--- config.mk ---
export PLATFORM = sky130hd
export DESIGN_NAME = pipeline_stage
export DESIGN_NICKNAME = d
export VERILOG_FILES = /design/src/rtl/pipeline_stage_pkg.sv /design/src/rtl/pipeline_stage_slot.sv /design/src/rtl/pipeline_stage.sv
export SDC_FILE = /design/constraint.sdc
export NUM_CORES = 1
export LEC_CHECK = 0
export CAP_MARGIN = 10
export CORE_UTILIZATION = 49
export DETAILED_ROUTE_END_ITERATION = 16
export GPL_TIMING_DRIVEN = 0
export PLACE_DENSITY = 0.76
export SYNTH_ARGS = -nofsm -noshare
export SYNTH_HDL_FRONTEND = slang
export SYNTH_SLANG_ARGS = --single-unit
--- constraint.sdc ---
create_clock -name system_clock -period 4.4 [get_ports system_clock]
set_clock_uncertainty 0.15 [all_clocks]
set_input_delay 1.32 -clock system_clock [delete_from_list [all_inputs] [get_ports system_clock]]
set_output_delay 1.32 -clock system_clock [all_outputs]
set_load 0.05 [all_outputs]
--- src/rtl/pipeline_stage_pkg.sv ---
// Shared constants for the elastic pipeline register between MIPS datapath stages.
// Mode selectors for the SKID parameter and the default bubble encoding (a NOP).
package pipeline_stage_pkg;

    localparam bit PIPE_MODE_SINGLE = 1'b0;
    localparam bit PIPE_MODE_SKID   = 1'b1;

    localparam logic [31:0] PIPE_BUBBLE_NOP = 32'h0000_0000;

endpackage

--- src/rtl/pipeline_stage_slot.sv ---
// One storage slot: payload plus valid flag with load/clear.
// A cleared or reset slot holds BUBBLE_VALUE.
module pipeline_slot #(
    parameter int unsigned       WIDTH        = 32,
    parameter logic [WIDTH-1:0]  BUBBLE_VALUE = '0
) (
    input  logic             system_clock,
    input  logic             reset,
    input  logic             load,
    input  logic             clear,
    input  logic [WIDTH-1:0] load_data,
    output logic             valid,
    output logic [WIDTH-1:0] data
);

    always_ff @(posedge system_clock or posedge reset) begin
        if (reset) begin
            valid <= 1'b0;
            data  <= BUBBLE_VALUE;
        end else if (clear) begin
            valid <= 1'b0;
            data  <= BUBBLE_VALUE;
        end else if (load) begin
            valid <= 1'b1;
            data  <= load_data;
        end
    end

endmodule

--- src/rtl/pipeline_stage.sv ---
// Elastic valid/ready pipeline register with optional 2-entry skid buffer,
// synchronous flush, occupancy output and saturating stall counter.
module pipeline_stage
    import pipeline_stage_pkg::*;
#(
    parameter int unsigned       WIDTH        = 32,
    parameter bit                SKID         = PIPE_MODE_SKID,
    parameter logic [WIDTH-1:0]  BUBBLE_VALUE = WIDTH'(PIPE_BUBBLE_NOP),
    parameter int unsigned       COUNT_WIDTH  = 16
) (
    input  logic                   system_clock,
    input  logic                   reset,
    input  logic                   flush,
    input  logic                   in_valid,
    output logic                   in_ready,
    input  logic [WIDTH-1:0]       in_data,
    output logic                   out_valid,
    input  logic                   out_ready,
    output logic [WIDTH-1:0]       out_data,
    output logic [1:0]             occupancy,
    input  logic                   stall_clear,
    output logic [COUNT_WIDTH-1:0] stall_count
);

    logic             m_valid;
    logic             m_load;
    logic             m_clear;
    logic [WIDTH-1:0] m_next;
    logic             s_valid;
    logic             in_hs;
    logic             out_hs;

    assign in_hs  = in_valid && in_ready;
    assign out_hs = m_valid && out_ready;

    pipeline_slot #(
        .WIDTH        (WIDTH),
        .BUBBLE_VALUE (BUBBLE_VALUE)
    ) u_main (
        .system_clock (system_clock),
        .reset        (reset),
        .load         (m_load),
        .clear        (m_clear),
        .load_data    (m_next),
        .valid        (m_valid),
        .data         (out_data)
    );

    if (SKID == PIPE_MODE_SINGLE) begin : g_single
        assign in_ready = !m_valid || out_ready;
        assign s_valid  = 1'b0;

        always_comb begin
            m_next  = in_data;
            m_load  = in_hs && !flush;
            m_clear = flush || (out_hs && !in_hs);
        end
    end else begin : g_skid
        logic             s_load;
        logic             s_clear;
        logic [WIDTH-1:0] s_data;
        logic             ready_q;

        pipeline_slot #(
            .WIDTH        (WIDTH),
            .BUBBLE_VALUE (BUBBLE_VALUE)
        ) u_skid (
            .system_clock (system_clock),
            .reset        (reset),
            .load         (s_load),
            .clear        (s_clear),
            .load_data    (in_data),
            .valid        (s_valid),
            .data         (s_data)
        );

        // in_ready is S's next emptiness, computed ahead so it comes straight from a flop.
        always_ff @(posedge system_clock or posedge reset) begin
            if (reset) ready_q <= 1'b1;
            else       ready_q <= !((s_valid && !s_clear) || s_load);
        end
        assign in_ready = ready_q;

        always_comb begin
            m_next  = in_data;
            m_load  = 1'b0;
            m_clear = flush;
            s_load  = 1'b0;
            s_clear = flush;
            if (!flush) begin
                if (out_hs && s_valid) begin
                    m_load  = 1'b1;
                    m_next  = s_data;
                    s_clear = 1'b1;
                end else if (out_hs) begin
                    m_load  = in_hs;
                    m_clear = !in_hs;
                end else if (in_hs) begin
                    m_load  = !m_valid;
                    s_load  = m_valid;
                end
            end
        end
    end

    assign out_valid = m_valid;
    assign occupancy = {1'b0, m_valid} + {1'b0, s_valid};

    always_ff @(posedge system_clock or posedge reset) begin
        if (reset) begin
            stall_count <= '0;
        end else if (stall_clear) begin
            stall_count <= '0;
        end else if (m_valid && !out_ready && stall_count != '1) begin
            stall_count <= stall_count + COUNT_WIDTH'(1);
        end
    end

endmodule

==> results of run 1 <==
synth_stat cells (all sizes together), types with 2 or more instances:
master   n  area (µm²)
nor2     9        33.8
inv      4        15.0
ha       2        25.0
o31ai    6        45.0
dfrtp   82        2050
mux2i   33         330
nor3b    2        15.0
nor4     4        46.3
a21oi   12        60.1
nand2   41         154
nand4b   2        17.5
nor3     2        10.0
o21ai   38         190
nor4b    2        17.5
clkbuf  14        52.6
o41ai    2        17.5
nand2b   2        12.5
and3     2        12.5
or4      6        45.0
or3      3        18.8
mux2     2        22.5
o21a     2        15.0
nor2b    4        25.0
buf      5        23.8
or2      2        12.5
nand4    6        50.0
a22o    32         280
nand3    3        15.0
final cells by class:
| type | count | area [µm²] |
|---|---|---|
| clock inverters | 6 | 66.3 |
| fillers | 589 | 2340 |
| well taps | 99 | 124 |
| inverters | 4 | 17.5 |
| clock buffers | 10 | 128 |
| flip-flops and latches | 83 | 2080 |
| repair buffers | 89 | 908 |
| multi-input cells | 224 | 1510 |
| plain buffers | 19 | 76.3 |
per-layer routing:
| layer | global-route usage | vias up |
|---|---|---|
| met5 | 0 | - |
| met3 | 0.0457 | 12 |
| met1 | 0.317 | 1497 |
| met4 | 0.111 | 0 |
| li1 | - | 1418 |
| met2 | 0.376 | 83 |
final timing paths:
check	end	depth (start not counted)	startpoint	slack, ns
setup / recovery	occupancy[0]	2	g_skid.u_skid.valid	1.04
hold / removal	u_main.data[8]	2	u_main.data[8]	0.33
setup reg to reg	g_skid.u_skid.data[13]	5	u_main.valid	2.22
hold reg to reg	u_main.data[8]	2	u_main.data[8]	0.33
max in group asynchronous	in_ready	3	reset	2.32
min in group asynchronous	g_skid.u_skid.data[7]	2	reset	1.14
through the flow:
step	power (mW)	instance area (µm²)	setup slack [ns]
6_report	1.66	4910	1.04
4_1_cts	1.67	4910	1.02
3_3_place_gp	1.11	4690	-0.565
3_5_place_dp	1.12	4720	0.839
5_1_grt	1.71	4910	0.994
2_1_floorplan	0.998	3680	0.795
worst max-delay path, stage by stage, from the launching register on:
cell             delay (ns)
dfrtp_1                0.44
ha_1                   0.30
clkdlybuf4s50_1        0.79
power by group through the flow:
stage / Sequential, mW / Clock [mW] / Combinational (mW)
4_1_cts: 0.817 / 0.561 / 0.292
2_1_floorplan: 0.918 / 0 / 0.0802
3_5_place_dp: 0.831 / 0 / 0.292
5_1_grt: 0.820 / 0.582 / 0.310
6_report: 0.817 / 0.551 / 0.288
3_3_place_gp: 0.830 / 0 / 0.284
logic make-up (layout without fill, tap and decap cells):
family | count (synthesis) | count (layout) | share of synthesized area
buf+inv | 23 | 128 | 0.0248
flops | 83 | 83 | 0.564
mux | 35 | 35 | 0.0958
compound gates | 96 | 96 | 0.174
simple gates | 91 | 91 | 0.135
fa+ha+maj | 2 | 2 | 0.00679
state kept, by name (all words and copies together) (netlist names):
| name | count |
|---|---|
| g_skid.u_skid.data | 32 |
| g_skid.u_skid.valid | 1 |
| in_ready | 1 |
| stall_count | 16 |
| u_main.data | 32 |
| u_main.valid | 1 |
==> flow_metrics.py, run 1 <==
metrics = {
    "logic_synthesis": {
        "yosys_warnings": 0,
        "synth-edff-count": 0,
        "synthesis.instances": 330,
        "synth_area_um2": 3680,
        "synthArstFlopShare": 1.00,
        "ys_types": 38,
        "synth-seq-cells": 83,
        "synth_nets": 370,
        "synth_area_per_cell_um2": 11.2,
        "yosysSeqAreaShare": 0.564,
        "ys.flop_type": "dfrtp_1",
    },
    "final_layout": {
        "final_core_util": 0.677,
        "final_cells": 534,
        "layout_common_cells": "88 x clkdlybuf4s50_1, 82 x dfrtp_1, 41 x nand2_1, 38 x o21ai_0, 33 x mux2i_1",
        "n_antenna_cell": 0,
        "syn2layout_area_growth_pct": 33.4,
        "num-nets-final": 470,
        "layout-drive-gt1-share": 0.0690,
        "final_common_cell": "clkdlybuf4s50_1",
    },
    "floorplanning": {
        "dieArea_um2": 7870,
        "die_h_um": 88.7,
        "start_util": 0.508,
        "dieWidth_um": 88.7,
        "coreArea_um2": 7250,
        "io_pins": 90,
        "rows": 31,
    },
    "grt": {
        "grt_max_degree": 55,
        "grt_pass1_vias": 2950,
        "antenna_found_initial": 0,
        "grt-ovfl-total": 0,
        "grt_pass1_wl_um": 14100,
        "grt.total_usage": 0.238,
    },
    "worst_setup_path": {
        "worst_setup_path_start_kind": "flop",
        "crit_fanout": 5,
        "critical_path_required_ns": 2.93,
        "endpoint_kind": "output pin",
        "cp.arrival_ns": 1.89,
        "crit_type": "reg2out",
    },
    "detailed_routing": {
        "dr.pass1.iters": 4,
        "antenna_left": 0,
        "wl_per_cell_um": 16.4,
        "vias_per_cell": 5.64,
        "drc": 0,
        "dr_wl_met2_um": 4130,
        "drt_iter0_drc": 132,
        "drt-met1-wl_um": 4020,
        "wl_met3_um": 465,
        "routed-via-count": 3010,
        "topRoutingLayerUsed": "met4",
        "wl_um": 8780,
    },
    "power_and_ir_drop": {
        "power_frac_seq": 0.493,
        "power_density_nw_per_um2": 337,
        "peakVddDrop_mv": 0.191,
        "swShare": 0.298,
        "p_clk_frac": 0.333,
        "leakagePower_nw": 2.28,
        "p_switching_mw": 0.494,
        "combPwrFrac": 0.174,
        "p_int_mw": 1.16,
    },
    "placement": {
        "port_buffers": 88,
        "gp_congestion": 0.838,
        "dp_cells": 518,
        "hpwl_um": 5950,
    },
    "clocking": {
        "clock_latency_ns": 0.36,
        "numClockSinks": 83,
        "numCtsBuffers": 9,
        "cts_tree": "built",
        "ctsHtreeMaxLevel": 3,
        "cts_buffer_depth": 2,
        "clockRootBuffer": "clkbuf_8",
        "clkTransAtPathRegs_ns": 0.08,
        "cts_setup_buffers": 0,
        "cts_hold_buf": 0,
        "ctsResizeCount": 0,
    },
    "timing": {
        "worstMarginPinSlew_ns": 0.725,
        "fin_hold_ws_ns": 0.329,
        "drv_slew": 0,
        "rsz0062_at_grt": "no",
        "hold_violations": 0,
        "setup_violations": 0,
        "fmax_mhz": 298,
        "fin_crit_sh": 0.763,
        "period_needed_ns": 3.36,
        "max_slew_margin": 0.513,
        "finalSetupTns_ns": 0,
    },
    "run": {
        "drv_cap": 0,
    },
    "min_path": {
        "min_path_type": "reg2reg",
    },
    "outcome": {
        "status": "finished, final reports clean",
    },
}
Power figures use the tool's default switching activity.
==> run 2: changes to the inputs <==
==> constraint.sdc (replaced) <==
create_clock -name system_clock -period 3.3 [get_ports system_clock]
set_clock_uncertainty 0.15 [all_clocks]
set_input_delay 0.99 -clock system_clock [delete_from_list [all_inputs] [get_ports system_clock]]
set_output_delay 0.99 -clock system_clock [all_outputs]
set_load 0.05 [all_outputs]
==> results of run 2 <==
Same layout as run 1 (identical final DEF). Status: finished, final reports clean.
Main changes from that run: setup slack after placement 0.839 ns -> 0.0695 ns; setup slack after layout 1.04 ns -> 0.273 ns; register-to-register setup slack 2.22 ns -> 1.12 ns; total power 1.66 mW -> 2.21 mW; worst IR drop on VDD 0.191 mV -> 0.255 mV
